--- src/rtl/seg_display_mux.sv ---
// Four-digit time-multiplexed seven-segment driver with frame shadowing, anti-ghost guard and adjust blink.
// Define STOPWATCH_BLINK_EN to build the blink counter and field blanking; otherwise all digits stay visible.
module seg_display_mux #(
  parameter int unsigned REFRESH_DIV = 100000,
  parameter int unsigned GUARD       = 2000,
  parameter int unsigned BLINK_DIV   = 25000000
) (
  input  logic       clk,
  input  logic       rst,
  input  logic [3:0] minutes_tens,
  input  logic [3:0] minutes_ones,
  input  logic [3:0] seconds_tens,
  input  logic [3:0] seconds_ones,
  input  logic       adj,
  input  logic       sel,
  output logic [3:0] an,
  output logic [6:0] seg,
  output logic       dp
);

  localparam int unsigned RW = (REFRESH_DIV > 1) ? $clog2(REFRESH_DIV) : 1;
  localparam logic [RW-1:0] RF_LAST = RW'(REFRESH_DIV - 1);
  localparam logic [RW-1:0] GUARD_C = RW'(GUARD);

  logic [RW-1:0] refresh_cnt;
  logic [1:0]    digit_idx;
  logic [3:0]    sh_mt, sh_mo, sh_st, sh_so;
  logic          slot_end;
  logic          in_guard;
  logic          field_blank;
  logic [3:0]    cur_digit;
  logic [3:0]    an_d;
  logic [6:0]    seg_d;
  logic          dp_d;

  function automatic logic [6:0] decode(input logic [3:0] d);
    case (d)
      4'd0:    decode = 7'b1000000;
      4'd1:    decode = 7'b1111001;
      4'd2:    decode = 7'b0100100;
      4'd3:    decode = 7'b0110000;
      4'd4:    decode = 7'b0011001;
      4'd5:    decode = 7'b0010010;
      4'd6:    decode = 7'b0000010;
      4'd7:    decode = 7'b1111000;
      4'd8:    decode = 7'b0000000;
      4'd9:    decode = 7'b0010000;
      default: decode = 7'b1111111;
    endcase
  endfunction

  assign slot_end = (refresh_cnt == RF_LAST);
  assign in_guard = (refresh_cnt < GUARD_C);

  // Shadow is loaded only as the index wraps 3->0 so a frame never mixes two counter values.
  always_ff @(posedge clk or posedge rst) begin
    if (rst) begin
      refresh_cnt <= '0;
      digit_idx   <= '0;
      sh_mt       <= '0;
      sh_mo       <= '0;
      sh_st       <= '0;
      sh_so       <= '0;
    end else begin
      refresh_cnt <= slot_end ? '0 : refresh_cnt + 1'b1;
      if (slot_end) begin
        digit_idx <= digit_idx + 2'd1;
        if (digit_idx == 2'd3) begin
          sh_mt <= minutes_tens;
          sh_mo <= minutes_ones;
          sh_st <= seconds_tens;
          sh_so <= seconds_ones;
        end
      end
    end
  end

`ifdef STOPWATCH_BLINK_EN
  localparam int unsigned BW = (BLINK_DIV > 1) ? $clog2(BLINK_DIV) : 1;
  localparam logic [BW-1:0] BL_LAST = BW'(BLINK_DIV - 1);

  logic [BW-1:0] blink_cnt;
  logic          blink_off;

  always_ff @(posedge clk or posedge rst) begin
    if (rst) begin
      blink_cnt <= '0;
      blink_off <= 1'b0;
    end else if (!adj) begin
      blink_cnt <= '0;
      blink_off <= 1'b0;
    end else if (blink_cnt == BL_LAST) begin
      blink_cnt <= '0;
      blink_off <= ~blink_off;
    end else begin
      blink_cnt <= blink_cnt + 1'b1;
    end
  end

  // adj and sel are used live so dropping adj or moving sel takes effect on the next update.
  assign field_blank = adj & blink_off & (sel ? ~digit_idx[1] : digit_idx[1]);
`else
  localparam int unsigned unused_blink_div = BLINK_DIV;
  logic unused_adjust;
  assign unused_adjust = adj ^ sel;
  assign field_blank   = 1'b0;
`endif

  always_comb begin
    cur_digit = sh_so;
    case (digit_idx)
      2'd0: cur_digit = sh_so;
      2'd1: cur_digit = sh_st;
      2'd2: cur_digit = sh_mo;
      2'd3: cur_digit = sh_mt;
      default: cur_digit = sh_so;
    endcase
  end

  always_comb begin
    an_d  = in_guard ? 4'b1111 : ~(4'b0001 << digit_idx);
    seg_d = field_blank ? 7'b1111111 : decode(cur_digit);
    // The separator follows the anode so it never lights during the guard interval.
    dp_d  = ~((digit_idx == 2'd2) && !in_guard);
  end

  always_ff @(posedge clk or posedge rst) begin
    if (rst) begin
      an  <= '1;
      seg <= '1;
      dp  <= 1'b1;
    end else begin
      an  <= an_d;
      seg <= seg_d;
      dp  <= dp_d;
    end
  end

endmodule

--- config.mk ---
export PLATFORM = sky130hd
export DESIGN_NAME = seg_display_mux
export DESIGN_NICKNAME = d
export VERILOG_FILES = /design/src/rtl/seg_display_mux.sv
export SDC_FILE = /design/constraint.sdc
export NUM_CORES = 1
export LEC_CHECK = 0
export CORE_UTILIZATION = 25
export DETAILED_ROUTE_END_ITERATION = 8
export GPL_ROUTABILITY_DRIVEN = 0
export GPL_TIMING_DRIVEN = 1
export PLACE_DENSITY = 0.42
export SLEW_MARGIN = 10
export SYNTH_ARGS = -nofsm -noshare
export SYNTH_HDL_FRONTEND = slang
export SYNTH_SLANG_ARGS = --single-unit
export TNS_END_PERCENT = 20
--- constraint.sdc ---
create_clock -name clk -period 2.55 [get_ports clk]
set_input_delay 0.765 -clock clk [delete_from_list [all_inputs] [get_ports clk]]
set_output_delay 0.765 -clock clk [all_outputs]
set_load 0.03 [all_outputs]
==> Word-level counts from Yosys, hierarchy flattened <==
Memories as Yosys holds them, arrays and structs flattened. A register that Yosys moved wholly into a read port is not among the register bits.
Cells that the tools add are included.
{ "word_totals": {"mem_bits_rw": 0, "mem_bits_ro": 112, "wordCells": 26, "latch_bits": 0, "reg_bits": 40, "memories": 1, "input_bits": 20} }
{ "classes": {"multipliers": 0, "shifts": 1, "div": 0, "eq_ne": 4, "reduce_logical": 4, "n_lt_le_gt_ge": 1, "add_sub_neg": 2, "mux": 3, "bitwise": 2} }
{ "mem_list": {"columns": ["name", "words", "word_bits", "rd", "rd_clocked_by_memory_dff", "wr", "line_no", "rtl"], "rows": [
  ["(name not given)", 16, 7, 1, 1, 0, "37", "case (d)"]
]} }
{ "ops": {"columns": ["operator", "n"], "rows": [
  ["17-bit by 1-bit adder with 17-bit output, second input constant", 1],
  ["17-bit equality test, second input constant", 1],
  ["17-bit by 11-bit < comparator with 1-bit output, second input constant", 1],
  ["17-bit 2-to-1 mux", 1],
  ["4-bit case mux with 4 select lines", 1],
  ["2-bit equality test, second input constant", 2],
  ["4-bit 2-to-1 mux", 1],
  ["4-bit NOT", 1],
  ["1-bit by 2-bit << shifter with 4-bit output, first input constant", 1],
  ["2-bit by 1-bit adder with 2-bit output, second input constant", 1],
  ["2-bit by 1-bit equality test with 1-bit output, second input constant", 1],
  ["2-bit zero test", 1],
  ["2-bit AND reduction", 1],
  ["1-bit logical AND", 1],
  ["1-bit zero test", 1],
  ["1-bit NOT", 1]
]} }

==> Logic depth before layout (Yosys ltp) <==
{ "depth": {"word_depth": 4, "ltp_mapped": 8, "mapped_depth_nobuf": 8} }

==> Least setup slack after synthesis <==
OpenSTA, ideal clock, no wires.
{ "synth_path": {"path_type": "reg2reg", "from": "register refresh_cnt[0]", "to": "register sh_mo[3]", "path_buffers": 2, "path_stages_with_launch": 8, "slack_ps": 750, "arrival_ps": 1675, "synth_period_minus_slack_ps": 1800, "path_cell_list": "dfrtp_1 ha_1 and4_1 buf_2 and4_4 nand2_4 buf_6 mux2_4"} }
{ "synth_via": {"elab_chain_cells": 2} }
{ "synth_rtl": {"columns": ["element", "line_no", "rtl"], "rows": [
  ["from (decl)", "25", "logic [RW-1:0] refresh_cnt;"],
  ["from (signal assigned)", "65", "refresh_cnt <= slot_end ? '0 : refresh_cnt + 1'b1;"],
  ["17-bit equality test", "52", "assign slot_end = (refresh_cnt == RF_LAST);"],
  ["2-bit AND reduction (no source line)", null, null],
  ["to (signal assigned)", "70", "sh_mo <= minutes_ones;"],
  ["to (decl)", "27", "logic [3:0] sh_mt, sh_mo, sh_st, sh_so;"]
]} }
No other way between the ends.
A chain may end at the register's enable or synchronous reset.

==> flow_summary.ini <==
[worst_setup_path]
path_max_fanout = 2
crit_arrival_ns = 1.49
endpoint_kind = primary output
critPathKind = flop to primary output
cp-start-kind = flop
cp.buffers_inverters = 1
critPathMaxStageDelay_ns = 0.66
crit_slowest_cell = clkdlybuf4s50_1
path_delay_family = buffers and inverters
worst_ep_required_time_ns = 1.79
crit_chain = clkdlybuf4s50_1

[cells_and_area]
mostFrequentLayoutCells = 35 x dfrtp_1, 29 x clkdlybuf4s50_1, 13 x nand2_1
final_nets = 238
final_common_cell = dfrtp_1
post_route_cells_drive_above_1_share_pct = 20.0
fillerInstances = 859
diodes = 0
final_util_pct = 32.2
area_delta_synth_final_pct = 22.8

[global_route]
track_usage_pct = 10.2
grt_pass1_vias = 1360
antenna_found_initial = 0
grt_pass1_wl_um = 6960
grt_max_degree = 25
grt_remaining_overflow = 0

[placement]
numPortBuffers = 29
dpl.hpwl_um = 2970

[min_path]
hold_class = flop to flop

[logic_synthesis]
syn_nets = 206
synth_cells = 177
async_flop_share_pct = 100
synthDistinctLibCells = 35
avgSynthCellArea_sq_um = 12.3
ys_ff_latch = 46
ys.flop_type = dfrtp_1
syn-cell-area_sq_um = 2190
synth-seq-area-share_pct = 53.3
yosysWarnings = 0
synth_edf_count = 0

[floorplanning]
die-width_um = 95.5
num_rows = 33
dieArea_sq_um = 9120
core_sq_um = 8340
io_pins = 32
start_util_pct = 26.2
die_height_um = 95.5

[sta]
setup_tns_ns = 0
slew_violations = 0
finalHoldViolCount = 0
worst_pin_slew_ns = 0.528
fmax_mhz = 444
setup-violations-final = 0
clock_skew_ns = 0.00478
post-route-period-util_pct = 88.3
rsz0062_at_grt = no
fin_crit_ns = 2.25
maxSlewHeadroom_pct = 64.7

[route]
drcViolationCount = 0
vias = 1406
vias_per_cell = 4.46
ant_nets = 0
routed_wl_um = 4230
wl_per_cell_um = 13.4
first_pass_iters = 5
drt_iter0_markers = 48

[clock_tree]
clock_latency_ns = 0.30
cts_hold_buffers = 0
path_clk_slew_ns = 0.08
cts_sinks = 46
clockBufferDepth = 2
clock-root-buffer = clkbuf_8
cts_tree = built
htree_levels = 2
cts-buffers-inserted = 5
cts_resized = 0
post_cts.repair.setup_buffers = 0

[power]
leakage_nw = 1.18
p_per_area_nw_per_um2 = 508
peakVddDrop_v = 0.000226

[job]
cap_violations = 0

[status]
status = finished clean
==> worst paths after layout <==
check | from | slack, ns | depth (start not counted) | to
max | an[2] | 0.30 | 1 | dp
min | refresh_cnt[0] | 0.46 | 1 | refresh_cnt[0]
max reg2reg | digit_idx[0] | 0.45 | 7 | seg[1]
min reg2reg | refresh_cnt[0] | 0.46 | 1 | refresh_cnt[0]
max in group asynchronous | rst | 1.22 | 3 | sh_st[0]
min in group asynchronous | rst | 0.82 | 2 | sh_mt[1]
==> report_power, final <==
part | internal, mW | switching [mW] | leakage [nW]
Clock | 0.219 | 0.249 | 0.0482
Sequential | 0.759 | 0.00964 | 0.553
Combinational | 0.0660 | 0.0632 | 0.579
==> sequential cells by signal (all words and copies together) (netlist names) <==
name and count:
seg 7, an 4, digit_idx 2, sh_so 4, sh_mo 4, sh_st 4, refresh_cnt 17, sh_mt 4
==> logic make-up (layout without fill, tap and decap cells) <==
group	count (synthesis)	in the layout	synth area share (%)
multiplexers	23	23	13.3
AND/OR/NAND/NOR	50	50	13.2
buffers and inverters	16	49	3.43
AO/OA/AOI/OAI	19	19	6.07
adder cells (fa/ha/maj)	9	9	5.15
flip-flops	46	46	53.3
XOR/XNOR	14	14	5.61
==> per-stage QoR <==
step | power, mW | instances | hold slack (ns) | cell area, sq um | worst slack (ns)
finish | 1.37 | 315 | 0.458 | 2690 | 0.299
global route | 1.43 | 315 | 0.486 | 2690 | 0.180
CTS | 1.39 | 315 | 0.465 | 2690 | 0.288
detailed placement | 0.914 | 307 | 0.452 | 2590 | 0.424
global placement | 0.914 | 307 | 0.444 | 2590 | 0.416
floorplan | 0.850 | 177 | 0.424 | 2190 | 0.715
==> final cells by class <==
cell class | count | area, sq um | share of cell area [%]
inverters | 11 | 41.3 | 1.54
flip-flops and latches | 46 | 1160 | 43.4
well taps | 105 | 131 | 4.89
multi-input cells | 115 | 946 | 35.2
clock buffers | 7 | 86.3 | 3.22
repair buffers | 30 | 310 | 11.6
clock inverters | 1 | 5.00 | 0.186
==> cell usage after synthesis (2+ instances only) <==
cell      count  share of area (%)
nand4_1       7                2.0
o21ai_0       4               0.92
xor2_1       10                4.0
nor2b_1       3               0.86
and3_1        2               0.57
and4_1        3                1.2
nand3_1       6                1.4
a222oi_1      4                1.8
nand2_1      13                2.2
a31oi_1       2               0.57
buf_2         3               0.69
mux2_4       10                6.9
a21oi_1       4               0.92
nor2_1       10                1.7
inv_1        10                1.7
mux2i_1       5                2.3
ha_1          9                5.2
dfstp_2      11                 13
dfrtp_1      35                 40
xnor2_1       4                1.6
mux2_2        8                4.1
==> layer usage <==
metal / global-route usage, % / vias up / share of wire (%)
met5: 0 / - / 0
met4: 4.10 / 0 / 1.7
met3: 2.95 / 6 / 3.9
met2: 14.9 / 25 / 44
met1: 14.1 / 686 / 51
li1: - / 689 / -
Power figures use the tool's default switching activity.
